==> config.mk <==
export PLATFORM = sky130hd
export DESIGN_NAME = uart_rx
export DESIGN_NICKNAME = d
export VERILOG_FILES = /design/src/rtl/uart_rx.sv
export SDC_FILE = /design/constraint.sdc
export NUM_CORES = 1
export LEC_CHECK = 0
export ABC_AREA = 0
export CORE_MARGIN = 4
export CORE_UTILIZATION = 40
export CTS_BUF_LIST = sky130_fd_sc_hd__clkbuf_4
export CTS_CLUSTER_SIZE = 40
export DETAILED_ROUTE_END_ITERATION = 6
export PLACE_DENSITY_LB_ADDON = 0.3
export SETUP_SLACK_MARGIN = 0.4
export SLEW_MARGIN = 30
export SYNTH_ARGS = -nofsm -noshare
export SYNTH_HDL_FRONTEND = slang
export SYNTH_SLANG_ARGS = --single-unit
==> constraint.sdc <==
create_clock -name w_clk -period 2.73 [get_ports w_clk]
set_clock_uncertainty 0.05 [all_clocks]
set_input_delay 0.273 -clock w_clk [delete_from_list [all_inputs] [get_ports w_clk]]
set_output_delay 0.273 -clock w_clk [all_outputs]
set_load 0.01 [all_outputs]
==> src/rtl/uart_rx.sv <==
// UART receiver: 8 data bits, no parity, one stop bit, LSB first.
// The serial line is synchronised, the start bit is confirmed at its centre,
// and every following bit is sampled one full bit period after the previous one.
module uart_rx #(
    parameter int WCNT = 50  // clock cycles per bit, legal 4..1023
) (
    input  logic       w_clk,
    input  logic       w_rst,
    input  logic       w_rx,
    output logic [7:0] r_data,
    output logic       r_valid,
    output logic       r_ferr,
    output logic       r_busy
);

    typedef enum logic [2:0] {
        ST_IDLE,
        ST_START,
        ST_DATA,
        ST_STOP,
        ST_WAITHI
    } state_t;

    // Sample points: centre of the start bit, then one full bit later each time.
    localparam logic [9:0] HALF_LAST = 10'(WCNT / 2 - 1);
    localparam logic [9:0] BIT_LAST  = 10'(WCNT - 1);

    // Synchroniser flops; both idle high so reset does not look like a start edge.
    logic sync1_q;
    logic rxs_q;

    state_t     state_q, state_d;
    logic [9:0] cnt_q,   cnt_d;
    logic [2:0] idx_q,   idx_d;
    logic [7:0] shift_q, shift_d;
    logic [7:0] data_q,  data_d;
    logic       valid_q, valid_d;
    logic       ferr_q,  ferr_d;
    logic       busy_q,  busy_d;

    // Two-flop synchroniser for the asynchronous serial input.
    always_ff @(posedge w_clk or posedge w_rst) begin
        if (w_rst) begin
            sync1_q <= 1'b1;
            rxs_q   <= 1'b1;
        end else begin
            // NOTE: non-blocking assignments let rxs_q take the old sync1_q, forming two real stages.
            sync1_q <= w_rx;
            rxs_q   <= sync1_q;
        end
    end

    // Next-state and output computation for the receive FSM.
    always_comb begin
        // NOTE: every signal gets a default first, so no path through the case leaves a latch.
        state_d = state_q;
        cnt_d   = cnt_q;
        idx_d   = idx_q;
        shift_d = shift_q;
        data_d  = data_q;
        ferr_d  = ferr_q;
        valid_d = 1'b0;

        unique case (state_q)
            ST_IDLE: begin
                if (!rxs_q) begin
                    state_d = ST_START;
                    cnt_d   = '0;
                end
            end

            ST_START: begin
                if (cnt_q == HALF_LAST) begin
                    if (rxs_q) begin
                        // Line went back high before mid-bit: treat as a glitch.
                        state_d = ST_IDLE;
                    end else begin
                        state_d = ST_DATA;
                        cnt_d   = '0;
                        idx_d   = '0;
                    end
                end else begin
                    cnt_d = cnt_q + 10'd1;
                end
            end

            ST_DATA: begin
                if (cnt_q == BIT_LAST) begin
                    shift_d = {rxs_q, shift_q[7:1]};
                    cnt_d   = '0;
                    idx_d   = idx_q + 3'd1;
                    if (idx_q == 3'd7) begin
                        state_d = ST_STOP;
                    end
                end else begin
                    cnt_d = cnt_q + 10'd1;
                end
            end

            ST_STOP: begin
                if (cnt_q == BIT_LAST) begin
                    data_d  = shift_q;
                    valid_d = 1'b1;
                    ferr_d  = ~rxs_q;
                    cnt_d   = '0;
                    // A low stop bit may be a break; wait for the line to recover.
                    state_d = rxs_q ? ST_IDLE : ST_WAITHI;
                end else begin
                    cnt_d = cnt_q + 10'd1;
                end
            end

            ST_WAITHI: begin
                if (rxs_q) begin
                    state_d = ST_IDLE;
                end
            end

            default: begin
                state_d = ST_IDLE;
            end
        endcase

        busy_d = (state_d != ST_IDLE);
    end

    // FSM state, datapath and registered outputs.
    always_ff @(posedge w_clk or posedge w_rst) begin
        if (w_rst) begin
            // NOTE: only a handful of flops, so all of them are reset; nothing here is a memory.
            state_q <= ST_IDLE;
            cnt_q   <= '0;
            idx_q   <= '0;
            shift_q <= '0;
            data_q  <= '0;
            valid_q <= 1'b0;
            ferr_q  <= 1'b0;
            busy_q  <= 1'b0;
        end else begin
            state_q <= state_d;
            cnt_q   <= cnt_d;
            idx_q   <= idx_d;
            shift_q <= shift_d;
            data_q  <= data_d;
            valid_q <= valid_d;
            ferr_q  <= ferr_d;
            busy_q  <= busy_d;
        end
    end

    assign r_data  = data_q;
    assign r_valid = valid_q;
    assign r_ferr  = ferr_q;
    assign r_busy  = busy_q;

endmodule

# Yosys cells after proc, flatten, opt, wreduce, memory -nomap -nowiden
# Cells that the tools add are included.
# W data, S select, Z words.
[word_totals] register_bits=37 out_inout_bits=11 elab_cells=50
[op_classes] addsub=2 eq_ne=10 muxes=19 n_bitwise=1 n_reduce_logical=8
[ops] operator="$mux W10" n=3
[ops] operator="$mux W3" n=10
[ops] operator="$pmux W10 S3" n=1
[ops] operator="$pmux W3 S5" n=1
[ops] operator="$add A10 B1 Y10 const B" n=1
[ops] operator="$eq A10 B5 Y1 const B" n=1
[ops] operator="$eq A10 B6 Y1 const B" n=1
[ops] operator="$eq A3 B2 Y1 const B" n=2
[ops] operator="$eq A3 B3 Y1 const B" n=2
[ops] operator="$ne A2 B2 Y1 const B" n=3
[ops] operator="$pmux W3 S2" n=1
[ops] operator="$reduce_bool A3 Y1" n=2
[ops] operator="$reduce_and A2 Y1" n=2
[ops] operator="$reduce_and A4 Y1" n=1
[ops] operator="$add A3 B1 Y3 const B" n=1
[ops] operator="$eq A3 B1 Y1 const B" n=1
[ops] operator="$logic_not A3 Y1" n=1
[ops] operator="$mux W1" n=2
[ops] operator="$mux W2" n=1
[ops] operator="$reduce_bool A2 Y1" n=1
[ops] operator="$reduce_or A2 Y1" n=1
[ops] operator="$not A1 Y1" n=1

# Depth between registers and ports, before layout
# Gate-level depths: netlist of the first run.
[logic_depth] word_depth=5 mapped_depth=7 mapped_depth_nobuf=6

# Worst setup path before layout of the first run
# Ideal clock, no wire load.
[synth_path] kind="register to register" from="register cnt_q[2]" to="register data_q[0], in the netlist r_data[0]" setup_time_ns=0.125 arrival_time_ns=1.933 required_ns=2.555 setup_slack_ns=0.622 path_stages_with_launch=6 n_path_buf=2 path_cell_list="dfrtp_1 -> or4_1 -> buf_6 -> nor4_2 -> buf_4 -> mux2_2"
[synth_between] elab_chain_len=2
[synth_lines] item="start: declaration" line_no="33" rtl="logic [9:0] cnt_q, cnt_d;"
[synth_lines] item="start signal: assignment" line_no="141" rtl="cnt_q <= cnt_d;"
[synth_lines] item="$eq A10 B6 Y1" line_no="101" rtl="if (cnt_q == BIT_LAST) begin"
[synth_lines] item="$reduce_and A2 Y1 (no line)"
[synth_lines] item="end signal: assignment" line_no="144" rtl="data_q <= data_d;"
[synth_lines] item="end: declaration" line_no="36" rtl="logic [7:0] data_q, data_d;"
# Every way passes these cells.
# A chain may end at the register's enable or synchronous reset.

# Final worst setup path of the first run
[layout_path] from="register state_q[0]" to="register shift_q[2]"
[layout_between] elab_chain_len=2
[layout_lines] item="start: declaration" line_no="32" rtl="state_t state_q, state_d;"
[layout_lines] item="start signal: assignment" line_no="140" rtl="state_q <= state_d;"
[layout_lines] item="$eq A3 B2 Y1" line_no="64" rtl="unique case (state_q)"
[layout_lines] item="$reduce_and A2 Y1 (no line)"
[layout_lines] item="end signal: assignment" line_no="143" rtl="shift_q <= shift_d;"
[layout_lines] item="end: declaration" line_no="35" rtl="logic [7:0] shift_q, shift_d;"
# Every way passes these cells.

==> results of run 1 <==
-- power by group through the flow --
| stage | combinational [mW] | clock, mW | sequential, mW |
|---|---|---|---|
| after global routing | 0.285 | 0.335 | 0.672 |
| after floorplan | 0.232 | 0 | 0.631 |
| final | 0.255 | 0.294 | 0.663 |
| after CTS | 0.255 | 0.301 | 0.661 |
| after detailed placement | 0.250 | 0 | 0.672 |
| after global placement | 0.241 | 0 | 0.668 |
-- worst max path at each step --
stage                             end  slack [ns]  cells after the start
2_1_floorplan   r_data[0]$_DFFE_PP0P_        0.62                      5
3_3_place_gp   shift_q[7]$_DFFE_PP0P_        0.39                      3
3_5_place_dp   shift_q[6]$_DFFE_PP0P_        0.37                      3
4_1_cts        shift_q[3]$_DFFE_PP0P_        0.50                      3
5_1_grt        shift_q[4]$_DFFE_PP0P_        0.41                      3
6_report       shift_q[2]$_DFFE_PP0P_        0.51                      3
-- cell type report --
type	count	share of cell area, %
clock buffers	5	1.750
clock inverters	3	0.9918
repair buffers	16	7.118
inverters	14	2.450
flip-flops and latches	37	43.29
well taps	52	3.034
multi-input cells	118	41.37
-- stage by stage --
stage,util (%),area [um2],cells
floorplan,-,1904,178
global placement,46.39,2076,237
detailed placement,46.39,2076,237
CTS,47.79,2138,245
global route,47.93,2145,245
finish,47.93,2145,245
-- per-layer routing --
metal | up-vias | global-route usage, % | routed length, um | part of all wire, %
met5 | - | 0 | 0 | 0
met4 | 0 | 5.338 | 49 | 1.3
met3 | 6 | 4.098 | 166 | 4.4
met2 | 39 | 22.13 | 1784 | 47
met1 | 692 | 19.46 | 1809 | 47
li1 | 677 | - | - | -
-- flip-flops by register name (all words and copies together) (netlist names) --
| name | flops |
|---|---|
| rxs_q | 1 |
| sync1_q | 1 |
| state_q | 3 |
| r_ferr | 1 |
| idx_q | 3 |
| cnt_q | 10 |
| shift_q | 8 |
| r_data | 8 |
| r_valid | 1 |
| r_busy | 1 |
-- Yosys cell counts (all sizes together), types with 2 or more instances --
cell type / number
nand3: 9
a22oi: 2
nand4b: 2
and2: 3
a211o: 2
nor2: 6
clkbuf: 6
dfrtp: 35
inv: 14
nor3b: 2
nor3: 5
nand2b: 2
dfstp: 2
nor4: 8
o21a: 3
nand4: 2
o2111ai: 2
o21ai: 9
mux2i: 3
o311ai: 2
buf: 3
nand2: 13
mux2: 17
o22ai: 7
ha: 5
-- worst max-delay path, cell delays in order, from the launching register on --
cell and delay [ns]:
dfrtp_1 0.56, or3b_2 0.58, nor4_4 0.54, mux2_2 0.39
-- kinds of logic after synthesis --
group / count (synthesis) / synth area share (%)
DFF: 37 / 48.75
and+or+nand+nor: 59 / 18.07
muxes: 20 / 11.63
buffers and inverters: 23 / 5.190
AOI/OAI and AO/OA: 34 / 13.08
adders and majority gates: 5 / 3.285
-- what timing repair did --
item                                    CTS  global route
pin swaps                                 1             0
endpoints found under the setup margin   16             1
resized for setup                         1             1
endpoints found under the hold margin     0             0
hold buffers                              0             0
==> results.md, run 1 <==
- Critical Path AT: roughly 2.4 ns
- Leakage: 0.9623 nW
- Post-CTS setup buffers: 0
- Diodes inserted: 0
- Fill count: ~400
- Die extent in x: between 70 and 80 um
- Core area: around 0.0045 mm2
- Commonest non-fill, non-tap cell in the layout: dfrtp_1
- Top_reg_cell synth: dfrtp_1
- Seq. cell area: roughly 930 um2
- #FFs+latches synth: 37
- Worst Reg2Reg Path Length in Cells: 3
- Synth area leader: dfrtp_1
- Pin count of the biggest net entering global routing: 38
- Layout cells sized above 1: 18.65%
- Cells after Synth: roughly 180
- Comb pwr share: 21.0%
- Status: finished clean
- DP Worst Slack: approximately 0.37 ns
- Register area share after synthesis: between 40% and 50%
- Hold Slack: 0.2630 ns
- Setup TNS: 0 ns
- Final-report setup violation count: 0
- TritonCTS clock tree: yes
- Post-synth ARST share: 100.0%
- RSZ-0062 raised after global routing: no
- Total iterations of the first detailed-routing run: 4
- Syn avg cell area: about 11 um2
- Distinct cell type count after synthesis: between 40 and 50
- Std-Cell Rows: 24
- CTS Root Cell: clkbuf_4
- Max Fclk: around 0.45 GHz
- Clk buf depth: 2
- Part of the cycle the worst path needs: roughly four fifths
- Final ANT Viol Nets: 0
- Worst Path Max Fanout: 15
- Area share of the largest cell type after synthesis: approximately 46%
- Synth Warn #: 0
- Clk sinks: 37
- Internal power: a little under 0.8 mW
- CP startpoint kind: flip-flop
- Class of the worst hold path: input pin to async pin
- Reg-to-reg critical path startpoint: state_q[0]$_DFF_PP0_
- Pwr Total: around 1.2 mW
- # Max-Cap Violations: 0
- Final setup margin: 0.5053 ns
- P per Cell Area: around 570 mW/mm2
- Post-synth EDFFs: 0
- H-tree depth: 2
- Total CTS buffers: 5
- Psw: 0.4169 mW
- GR Util All Layers: 14.45%
- Hold Violations, Final: 0
- Starting Density: a little over two fifths
- Register-to-register path setup slack: slightly above 0.5 ns
- Vias: around 1400
- Final count of pins violating max slew: 0
- WL/cell: ~16 um
- Ports: 14
- DP HPWL: 2653 um
- DR DRC count: 0
- Routed WL: around 3800 um
- Initial antenna violation count: 0
- Worst-Skew Late Latency: 0.34 ns
- Final Critical Period: roughly 2.2 ns
- Clock transition at path regs: around 0.12 ns
- First-pass GRT wire length: ~7000 um
- GRT Residual Overflow: 0
- Switching share of power: roughly 34%
- Slew HR: 46.43%
- Worst Setup End Kind: flip-flop
- Top post-synthesis cells by area: dfrtp_1 46%, mux2_2 10%, ha_1 3.3%
- Clock network fraction of total power: about a quarter
- Worst-Margin Slew: 0.7998 ns
- Net count, final: 200
- Total die area: about 0.0059 mm2
- Commonest cells after routing, fill and taps aside: 35 x dfrtp_1, 17 x mux2_2, 14 x inv_1
- Buffers on Ports: 13
- Vias in the first global route: approximately 1400
- Area of the multi-input gates: 887.1 um2
- Cell Area, Synth: about 0.0019 mm2
- Vias per cell: slightly below 6
- Reg power frac: between 50% and 60%
- Die Span Y: around 77 um
- Critical path class: flip-flop to flip-flop
- Syn Nets: about 190
- GP Congestion: approximately 0.84
- Crit path launch: state_q[0]$_DFF_PP0_
- Area growth, synth to finish: 12.62%
- VDD IR max: ~0.31 mV
- Worst R2R End: shift_q[2]$_DFFE_PP0P_
- Critical Path RT: between 2 and 3 ns
- Starting DRC count in detailed routing: between 150 and 200
Power figures use the tool's default switching activity.
==> run 2: changes to the inputs <==
==> constraint.sdc (replaced) <==
create_clock -name w_clk -period 1.9 [get_ports w_clk]
set_clock_uncertainty 0.05 [all_clocks]
set_input_delay 0.19 -clock w_clk [delete_from_list [all_inputs] [get_ports w_clk]]
set_output_delay 0.19 -clock w_clk [all_outputs]
set_load 0.01 [all_outputs]
==> run 2 against run 1 <==
  * The run now ends with negative setup slack left
  * Flip-flop and latch count did not move
  * Global-route usage grew 2.8 points
  * Clock power increased by 98%
  * Non-clock buffer count grew 37
  * Wire length increased by 36%
  * Sequential power increased by 33%
  * Sequential share of layout area shrank 10 points
  * Combinational power rose to 3.5 times the previous value
  * Largest cell class is now multi-input gates
  * Highest routed layer unchanged
==> results.md, run 2 (synthesized netlist as in run 1, its figures left out) <==
- Initial antenna violation count: 0 (unchanged)
- Diodes inserted: 0 (unchanged)
- Internal power: 1.540 mW (+94%)
- VDD IR max: 0.4570 mV (+46%)
- Comb pwr share: 37.9% (+17 points)
- Ports: 14 (unchanged)
- Max reg flops: 10 (unchanged)
- Routed WL: 5192 um (+36%)
- Slew HR: 68.33% (+22 points)
- Total iterations of the first detailed-routing run: 4 (unchanged)
- Layout cells sized above 1: 44.59% (+26 points)
- TritonCTS clock tree: yes
- Area growth, synth to finish: 48.09%
- Class of the worst hold path: input pin to async pin
- First-pass GRT wire length: 8162 um (+18%)
- Clk sinks: 37 (unchanged)
- Pin count of the biggest net entering global routing: 38 (unchanged)
- Worst R2R End: r_data[7]$_DFFE_PP0P_
- Worst Reg2Reg Path Length in Cells: 6 (+3)
- P per Cell Area: 836.4 mW/mm2 (+48%)
- Vias: 1627 (+15%)
- H-tree depth: 2 (unchanged)
- Switching share of power: 34.72% (+0.32 points)
- Register-to-register path setup slack: -0.11 ns (-0.61 ns)
- GRT Residual Overflow: 0 (unchanged)
- Fill count: 348 (-13%)
- Hold buffers post-CTS: 0 (unchanged)
- Starting Density: 42.56% (unchanged)
- Area after DPL: 0.002305 mm2 (+11%)
- Buffers on Ports: 13 (unchanged)
- Commonest cells after routing, fill and taps aside: 35 x dfrtp_1, 30 x buf_4, 17 x mux2_4
- Failing checks: negative setup slack
- Worst Setup End Kind: flip-flop
- GP Congestion: 0.9327 (+11%)
- Worst-Margin Slew: 0.4751 ns (-0.3247 ns)
- Worst-Skew Late Latency: 0.37 ns (+0.03 ns)
- Final Critical Period: 2.008 ns (-0.2169 ns)
- Final count of pins violating max slew: 0 (unchanged)
- Net count, final: 238 (+19%)
- Core area: 0.004474 mm2 (unchanged)
- DR DRC count: 0 (unchanged)
- Vias per cell: 5.749 (-0.39%)
- DP HPWL: 3003 um (+13%)
- Hold Violations, Final: 0 (unchanged)
- RSZ-0062 raised after global routing: yes
- CP startpoint kind: flip-flop
- Final setup margin: -0.1078 ns (-0.6131 ns)
- Worst Path Max Fanout: 5 (-10)
- Fin area: 0.002820 mm2 (+32%)
- Psw: 0.8191 mW (+96%)
- Final-report setup violation count: 28 (+28)
- Final ANT Viol Nets: 0 (unchanged)
- Clock transition at path regs: 0.14 ns (+0.02 ns)
- Clock network fraction of total power: 24.7% (+0.4 points)
- Starting DRC count in detailed routing: 110 (-27%)
- Vias in the first global route: 1680 (+16%)
- Area of the multi-input gates: 0.001206 mm2 (+36%)
- Top reg by flops: cnt_q
- Reg power frac: 37.4% (-17 points)
- CTS Root Cell: clkbuf_4
- Status: finished with violations
- WL/cell: 18.35 um (+18%)
- Total die area: 0.005929 mm2 (unchanged)
- Max Fclk: 0.4980 GHz (+11%)
- Die extent in x: 77 um (unchanged)
- GR Util All Layers: 17.26% (+2.8 points)
- DP Worst Slack: -0.1851 ns (-0.5558 ns)
- Total CTS buffers: 5 (unchanged)
- Pwr Total: 2.359 mW (+95%)
- Post-layout util: 63.03% (+15 points)
- # Max-Cap Violations: 0 (unchanged)
- Clk buf depth: 2 (unchanged)
- Setup TNS: -1.411 ns (-1.411 ns)
- Die Span Y: 77 um (unchanged)
- Critical Path RT: 2.11 ns (-0.80 ns)
- Leakage: 1.325 nW (+38%)
- Part of the cycle the worst path needs: 105.7% (+24 points)
- Commonest non-fill, non-tap cell in the layout: dfrtp_1
- Reg-to-reg critical path startpoint: cnt_q[9]$_DFFE_PP0P_
- Seq. cell area: 928.4 um2 (unchanged)
- Critical path class: flip-flop to flip-flop
- Std-Cell Rows: 24 (unchanged)
- Critical Path AT: 2.22 ns (-0.19 ns)
[run 2: changes by cell type in the layout (fill, tap and decap cells not counted), moves of 4 or more]
cell	before	now
o22ai_2	0	6
o21ai_2	0	5
dlygate4sd2_1	0	9
o21ai_0	8	2
mux2_2	17	0
nor4_4	1	5
clkdlybuf4s50_1	13	2
buf_4	3	30
buf_6	0	8
mux2_4	0	17
o22ai_1	7	1
[run 2: worst max-delay path by stage]
stage                     slack (ns)                     end  depth (start not counted)                 start
final                          -0.11   r_data[7]$_DFFE_PP0P_                          6  cnt_q[9]$_DFFE_PP0P_
after global routing           -0.16   r_data[7]$_DFFE_PP0P_                          6  cnt_q[9]$_DFFE_PP0P_
after CTS                      -0.10  shift_q[2]$_DFFE_PP0P_                          5  cnt_q[9]$_DFFE_PP0P_
after detailed placement       -0.19    cnt_q[8]$_DFFE_PP0P_                          5  cnt_q[9]$_DFFE_PP0P_
after global placement         -0.11    cnt_q[1]$_DFFE_PP0P_                          5  cnt_q[9]$_DFFE_PP0P_
after floorplan                -0.08    cnt_q[9]$_DFFE_PP0P_                          6  cnt_q[7]$_DFFE_PP0P_
[run 2: power by group through the flow]
stage | combinational [mW] | clock, mW | sequential (mW)
2_1_floorplan | 0.353 | 0 | 0.907
3_3_place_gp | 0.566 | 0 | 0.886
3_5_place_dp | 0.590 | 0 | 0.890
4_1_cts | 0.733 | 0.594 | 0.877
5_1_grt | 0.966 | 0.628 | 0.888
6_report | 0.895 | 0.583 | 0.882
[run 2: repair_timing]
action / CTS / global route
cloned: 2 / 1
buffers inserted: 7 / 5
endpoints found under the setup margin: 44 / 37
resized for setup: 47 / 26
pin swaps: 12 / 14
[run 2: area by class of cell]
| cell class | count | share of cell area [%] |
|---|---|---|
| Clock buffer | 5 | 1.331 |
| Clock inverter | 3 | 1.642 |
| Inverter | 14 | 1.863 |
| Multi-Input combinational cell | 119 | 42.77 |
| Sequential cell | 37 | 32.92 |
| Tap cell | 52 | 2.307 |
| Timing Repair Buffer | 53 | 17.17 |
[run 2: through the flow]
step | std cells | hold WS (ns)
3_3_place_gp | 260 | 0.2985
6_report | 283 | 0.1634
2_1_floorplan | 178 | 0.1445
5_1_grt | 283 | 0.1568
4_1_cts | 277 | 0.1698
3_5_place_dp | 260 | 0.2976
[run 2: metal layers]
layer	track usage, %	vias to the layer above	part of all wire [%]
li1	-	762	-
met1	20.71	815	42
met3	3.162	11	3.7
met4	7.651	0	2.2
met2	30.05	39	52
met5	0	-	0
[run 2: worst max-delay path, stage by stage, from the launching register on]
cell       delay, ns
dfrtp_1         0.41
or4_4           0.54
buf_6           0.16
nor4_4          0.12
buf_4           0.18
clkbuf_16       0.15
mux2_4          0.29
==> run 3: changes to the inputs <==
--- a/config.mk
+++ b/config.mk
@@ -6,11 +6,13 @@
 export NUM_CORES = 1
 export LEC_CHECK = 0
 export ABC_AREA = 0
+export CAP_MARGIN = 10
 export CORE_MARGIN = 4
 export CORE_UTILIZATION = 40
 export CTS_BUF_LIST = sky130_fd_sc_hd__clkbuf_4
 export CTS_CLUSTER_SIZE = 40
 export DETAILED_ROUTE_END_ITERATION = 6
+export GPL_TIMING_DRIVEN = 1
 export PLACE_DENSITY_LB_ADDON = 0.3
 export SETUP_SLACK_MARGIN = 0.4
 export SLEW_MARGIN = 30
==> results of run 3 <==
No change in the layout: final DEF, timing and power equal those of run 2.
